[config.mk]
export PLATFORM = sky130hd
export DESIGN_NAME = partial_product_skew_8x8
export DESIGN_NICKNAME = d
export VERILOG_FILES = /design/src/rtl/mult_pkg.sv /design/src/rtl/partial_product_skew_8x8_skew_delay_line.sv /design/src/rtl/partial_product_skew_8x8.sv
export SDC_FILE = /design/constraint.sdc
export NUM_CORES = 1
export LEC_CHECK = 0
export CAP_MARGIN = 20
export CORE_AREA = 2 2 102 104
export CTS_CLUSTER_SIZE = 8
export DETAILED_ROUTE_END_ITERATION = 7
export DIE_AREA = 0 0 104 106
export GPL_ROUTABILITY_DRIVEN = 0
export PLACE_DENSITY = 0.93
export SYNTH_ARGS = -nofsm -noshare
export SYNTH_HDL_FRONTEND = slang
export SYNTH_SLANG_ARGS = --single-unit
[constraint.sdc]
create_clock -name clk -period 0.9 [get_ports clk]
set_input_delay 0.18 -clock clk [delete_from_list [all_inputs] [get_ports clk]]
set_output_delay 0.18 -clock clk [all_outputs]
set_load 0.1 [all_outputs]
[src/rtl/mult_pkg.sv]
// Shared constants, row type and skew helper for the pipelined 8x8 unsigned multiplier.
package mult_pkg;

    localparam int unsigned N          = 32'd8;
    localparam int unsigned PW         = 32'd16;
    localparam int unsigned REDUCE_LAT = 32'd7;

    typedef logic [PW-1:0] pp_row_t;

    // Extra register stages row i needs so it lands when the reduction stage samples it.
    function automatic int unsigned skew(input int unsigned i);
        if (i < 32'd3) begin
            return 32'd0;
        end else begin
            return i - 32'd2;
        end
    endfunction

endpackage

[src/rtl/partial_product_skew_8x8_skew_delay_line.sv]
// W-bit register chain of DEPTH stages with synchronous active-low clear.
// DEPTH=0 degenerates to a plain wire.
module skew_delay_line #(
    parameter int unsigned W     = 32'd16,
    parameter int unsigned DEPTH = 32'd1
) (
    input  logic         clk,
    input  logic         rst_n,
    input  logic [W-1:0] data,
    output logic [W-1:0] delayed
);

    generate
        if (DEPTH == 32'd0) begin : g_pass
            assign delayed = data;
        end else begin : g_regs
            logic [W-1:0] stage_r [DEPTH];

            // Shift chain; reset empties every slot so in-flight rows are dropped.
            always_ff @(posedge clk) begin
                if (!rst_n) begin
                    for (int k = 0; k < int'(DEPTH); k++) begin
                        stage_r[k] <= '0;
                    end
                end else begin
                    stage_r[0] <= data;
                    for (int k = 1; k < int'(DEPTH); k++) begin
                        stage_r[k] <= stage_r[k-1];
                    end
                end
            end

            assign delayed = stage_r[DEPTH-1];
        end
    endgenerate

endmodule

[src/rtl/partial_product_skew_8x8.sv]
// Partial-product generator and time skew feeding the ripple reduction pipeline,
// plus the valid tag aligned with the reduction stage's final product.
module partial_product_skew_8x8
    import mult_pkg::*;
(
    input  logic          clk,
    input  logic          rst_n,
    input  logic [N-1:0]  a,
    input  logic [N-1:0]  b,
    input  logic          in_valid,
    output pp_row_t       P0,
    output pp_row_t       P1,
    output pp_row_t       P2,
    output pp_row_t       P3,
    output pp_row_t       P4,
    output pp_row_t       P5,
    output pp_row_t       P6,
    output pp_row_t       P7,
    output logic          pp_valid,
    output logic          prod_valid
);

    logic [N-1:0] a_q_r;
    logic [N-1:0] b_q_r;
    logic         v_q_r;
    pp_row_t      rows_s   [N];
    pp_row_t      skewed_s [N];

    // Operand capture; a bubble loads zeros so it contributes all-zero rows downstream.
    always_ff @(posedge clk) begin
        if (!rst_n) begin
            a_q_r <= '0;
            b_q_r <= '0;
            v_q_r <= 1'b0;
        end else if (in_valid) begin
            a_q_r <= a;
            b_q_r <= b;
            v_q_r <= 1'b1;
        end else begin
            a_q_r <= '0;
            b_q_r <= '0;
            v_q_r <= 1'b0;
        end
    end

    // Zero-extended shifted rows; the widest (a=0xFF, i=7) still fits in PW bits.
    always_comb begin
        for (int i = 0; i < int'(N); i++) begin
            rows_s[i] = b_q_r[i] ? (PW'(a_q_r) << i) : '0;
        end
    end

    genvar gi;
    generate
        for (gi = 0; gi < int'(N); gi++) begin : g_row
            if (skew(gi) == 32'd0) begin : g_direct
                assign skewed_s[gi] = rows_s[gi];
            end else begin : g_delay
                skew_delay_line #(
                    .W     (PW),
                    .DEPTH (skew(gi))
                ) u_skew (
                    .clk     (clk),
                    .rst_n   (rst_n),
                    .data    (rows_s[gi]),
                    .delayed (skewed_s[gi])
                );
            end
        end
    endgenerate

    skew_delay_line #(
        .W     (32'd1),
        .DEPTH (REDUCE_LAT)
    ) u_prod_valid (
        .clk     (clk),
        .rst_n   (rst_n),
        .data    (v_q_r),
        .delayed (prod_valid)
    );

    assign P0       = skewed_s[0];
    assign P1       = skewed_s[1];
    assign P2       = skewed_s[2];
    assign P3       = skewed_s[3];
    assign P4       = skewed_s[4];
    assign P5       = skewed_s[5];
    assign P6       = skewed_s[6];
    assign P7       = skewed_s[7];
    assign pp_valid = v_q_r;

endmodule

==> run metrics <==
outcome finished with violations; failing checks setup timing; total number of vias 2607; Placed Cells 609; hpwl dp 5662 um; Clock Path Buffers 2; CP Capture Type primary output; WP data arrival 1260 ps; port bufs 84; clock sinks 144; total CTS buffers 17; sequential fraction of the synthesis area 0.6115; initial cell density of the core 0.4715; clock slew at reported path FFs 60 ps; Residual DRC 0; Hold Fails Final Rpt 0; Post-CTS Hold Buffers 0; Nets 511; initial antenna violation count 0; CP required 720 ps; # diodes 0; RR Startpoint a_q_r[5]$_SDFF_PN0_; DRT iter0 DRCs 72; Hold Startpoint rst_n; Ys Warns 0; largest net degree at the start of global routing 58; Hold Crit Class in2reg; Seq. cell area 2964 um^2; M1 WL 2957 um; count of different cell masters after synthesis 8; wire length on met3 786 um; CP startpoint kind flip-flop; CP top delay family flip-flops; Leakage Power 3.072 nW; CP bufs+invs 1; worst flop-to-flop path endpoint g_row[5].g_delay.u_skew.g_regs.stage_r[0][10]$_SDFF_PN0_; DR pass1 iterations 4; footprint of the multi-input gates 1351 um^2; # H-tree levels 4; row count 37; Finished Layout Cells 639; Die Height 106 um; Max Slew Vio Count 0; # fillers 705; slack of the critical path -544.2 ps; setup total negative slack -24860 ps; GRT Total Usage 0.1518; DR WL/cell 12.55 um; power per cell area 2243 nW/um^2; Vias/cell 4.080; post-synth top area share 0.6115; CP max stage cell dfxtp_4; main area contributors after synthesis dfxtp_1 (61%), and2_1 (15%), buf_4 (14%); Slowest Stage Delay on Critical Path 410 ps; Max IR drop VDD 1.317 mV; DIE AREA 11020 um^2; FF+latch count, synth 144; reg2reg setup slack 130 ps; clk_lat worst skew 510 ps; Tcrit/Tclk final 1.605; Mean Syn Cell Area 11.31 um^2; core outline area 10000 um^2; die width 104 um; layout cells sized above 1 0.3698; Max Freq 692.4 MHz; crit path time final 1444 ps; WHS Endpoint g_row[4].g_delay.u_skew.g_regs.stage_r[0][25]$_SDFF_PN0_; final wirelength 8019 um; global-route wire length before repair 12790 um; Cell Chain, Critical Path and2_4 > buf_12; layout overhead on the synthesized area 42.14%; clock skew 10.66 ps; top routing layer used met4; cells on worst reg2reg path 2; Max Cap Viol 0; final setup fails 66; Gate Count Post-Synth 417; CTS tree built; mapped cell area 4715 um^2; Root Driver clkbuf_8; area leader, netlist dfxtp_1; unrepaired setup endpoints after global routing true; grt ovf 0; Hold Crit Depth 3; wire length on met2 4178 um; I/O pin count 149; vias in the first global route 2636; Final ANT Viol Nets 0; Worst Path Max Fanout 8; kind of critical path reg2out
## kinds of logic (layout without fill, tap and decap cells)
kind of cell | after synthesis | count (layout) | share of synthesized area
buffers and inverters | 104 | 127 | 0.1648
other | 1 | 64 | 0.0007954
and+or+nand+nor | 168 | 168 | 0.2229
DFF | 144 | 144 | 0.6115
## how the worst max path moves through the flow
stage                          endpoint  slack, ps  cells after the start           startpoint
floorplan                         P0[7]       -140                      1  a_q_r[7]$_SDFF_PN0_
global placement    b_q_r[0]$_SDFF_PN0_       -240                      2             in_valid
detailed placement  b_q_r[5]$_SDFF_PN0_       -340                      2             in_valid
CTS                               P1[8]       -560                      2  b_q_r[1]$_SDFF_PN0_
global route                      P1[4]       -590                      2  b_q_r[1]$_SDFF_PN0_
finish                            P1[1]       -540                      2  b_q_r[1]$_SDFF_PN0_
## worst reg2reg max path, cell delays in order (launching register included)
cell and delay (ps):
dfxtp_4 370, buf_4 150, and3_1 140
## what timing repair did
item	4_1_cts	5_1_grt
setup endpoints to repair	66	66
buffers inserted	0	0
pin swaps	11	4
gates resized for setup	37	2
## cells in the mapped netlist
cell type,n
and2_1,112
and3_1,56
buf_2,3
buf_4,88
buf_6,7
clkbuf_1,6
conb_1,1
dfxtp_1,144
## final cells by class
type	count	area share
clock buffer	19	0.06441
sequential	144	0.4423
clock inverter	11	0.02465
timing repair buffer	97	0.2416
tap	136	0.02539
multi-input combinational	232	0.2016
## flip-flops by register name, indices dropped and copies added, names as in the netlist
| signal | flops |
|---|---|
| g_row.g_delay.u_skew.g_regs.stage_r | 120 |
| pp_valid | 1 |
| u_prod_valid.g_regs.stage_r | 7 |
| b_q_r | 8 |
| a_q_r | 8 |
## power breakdown
group	total, mW	switching [mW]	internal, mW
clock network	6.91	2.38	4.52
registers	6.49	0.0620	6.42
logic	1.64	1.42	0.217
total	15.0	3.87	11.2
## stage by stage
stage	hold slack [ps]	total power [mW]	area [um^2]	util	setup slack (ps)
finish	194.1	15.03	6701	0.6702	-544.2
global route	183.3	15.50	6701	0.6702	-591.1
CTS	177.2	15.13	6699	0.6699	-562.1
detailed placement	416.9	8.269	6048	0.6049	-341.3
global placement	412.8	8.248	6048	0.6049	-238.5
floorplan	332.5	8.252	5036	-	-138.6
## cells in the final DEF, fill, tap and decap left out
| cell type | netlist | layout |
|---|---|---|
| dfxtp_1 | 144 | 91 |
| dfxtp_4 | 0 | 6 |
| clkbuf_8 | 0 | 2 |
| buf_12 | 0 | 68 |
| clkinvlp_4 | 0 | 1 |
| conb_1 | 1 | 64 |
| buf_4 | 88 | 11 |
| clkbuf_16 | 0 | 16 |
| dfxtp_2 | 0 | 47 |
| clkdlybuf4s50_1 | 0 | 17 |
| and2_4 | 0 | 24 |
| clkinv_2 | 0 | 4 |
| bufinv_16 | 0 | 4 |
| clkbuf_1 | 6 | 1 |
| buf_2 | 3 | 1 |
| and3_1 | 56 | 56 |
| and2_1 | 112 | 88 |
| clkinv_4 | 0 | 2 |
## layer usage
layer	track usage	up-vias
met5	0	-
met4	0.05792	0
met3	0.08461	11
met2	0.2697	102
met1	0.1471	1191
li1	-	1303
Note: power is estimated with default switching activity, not from simulation.
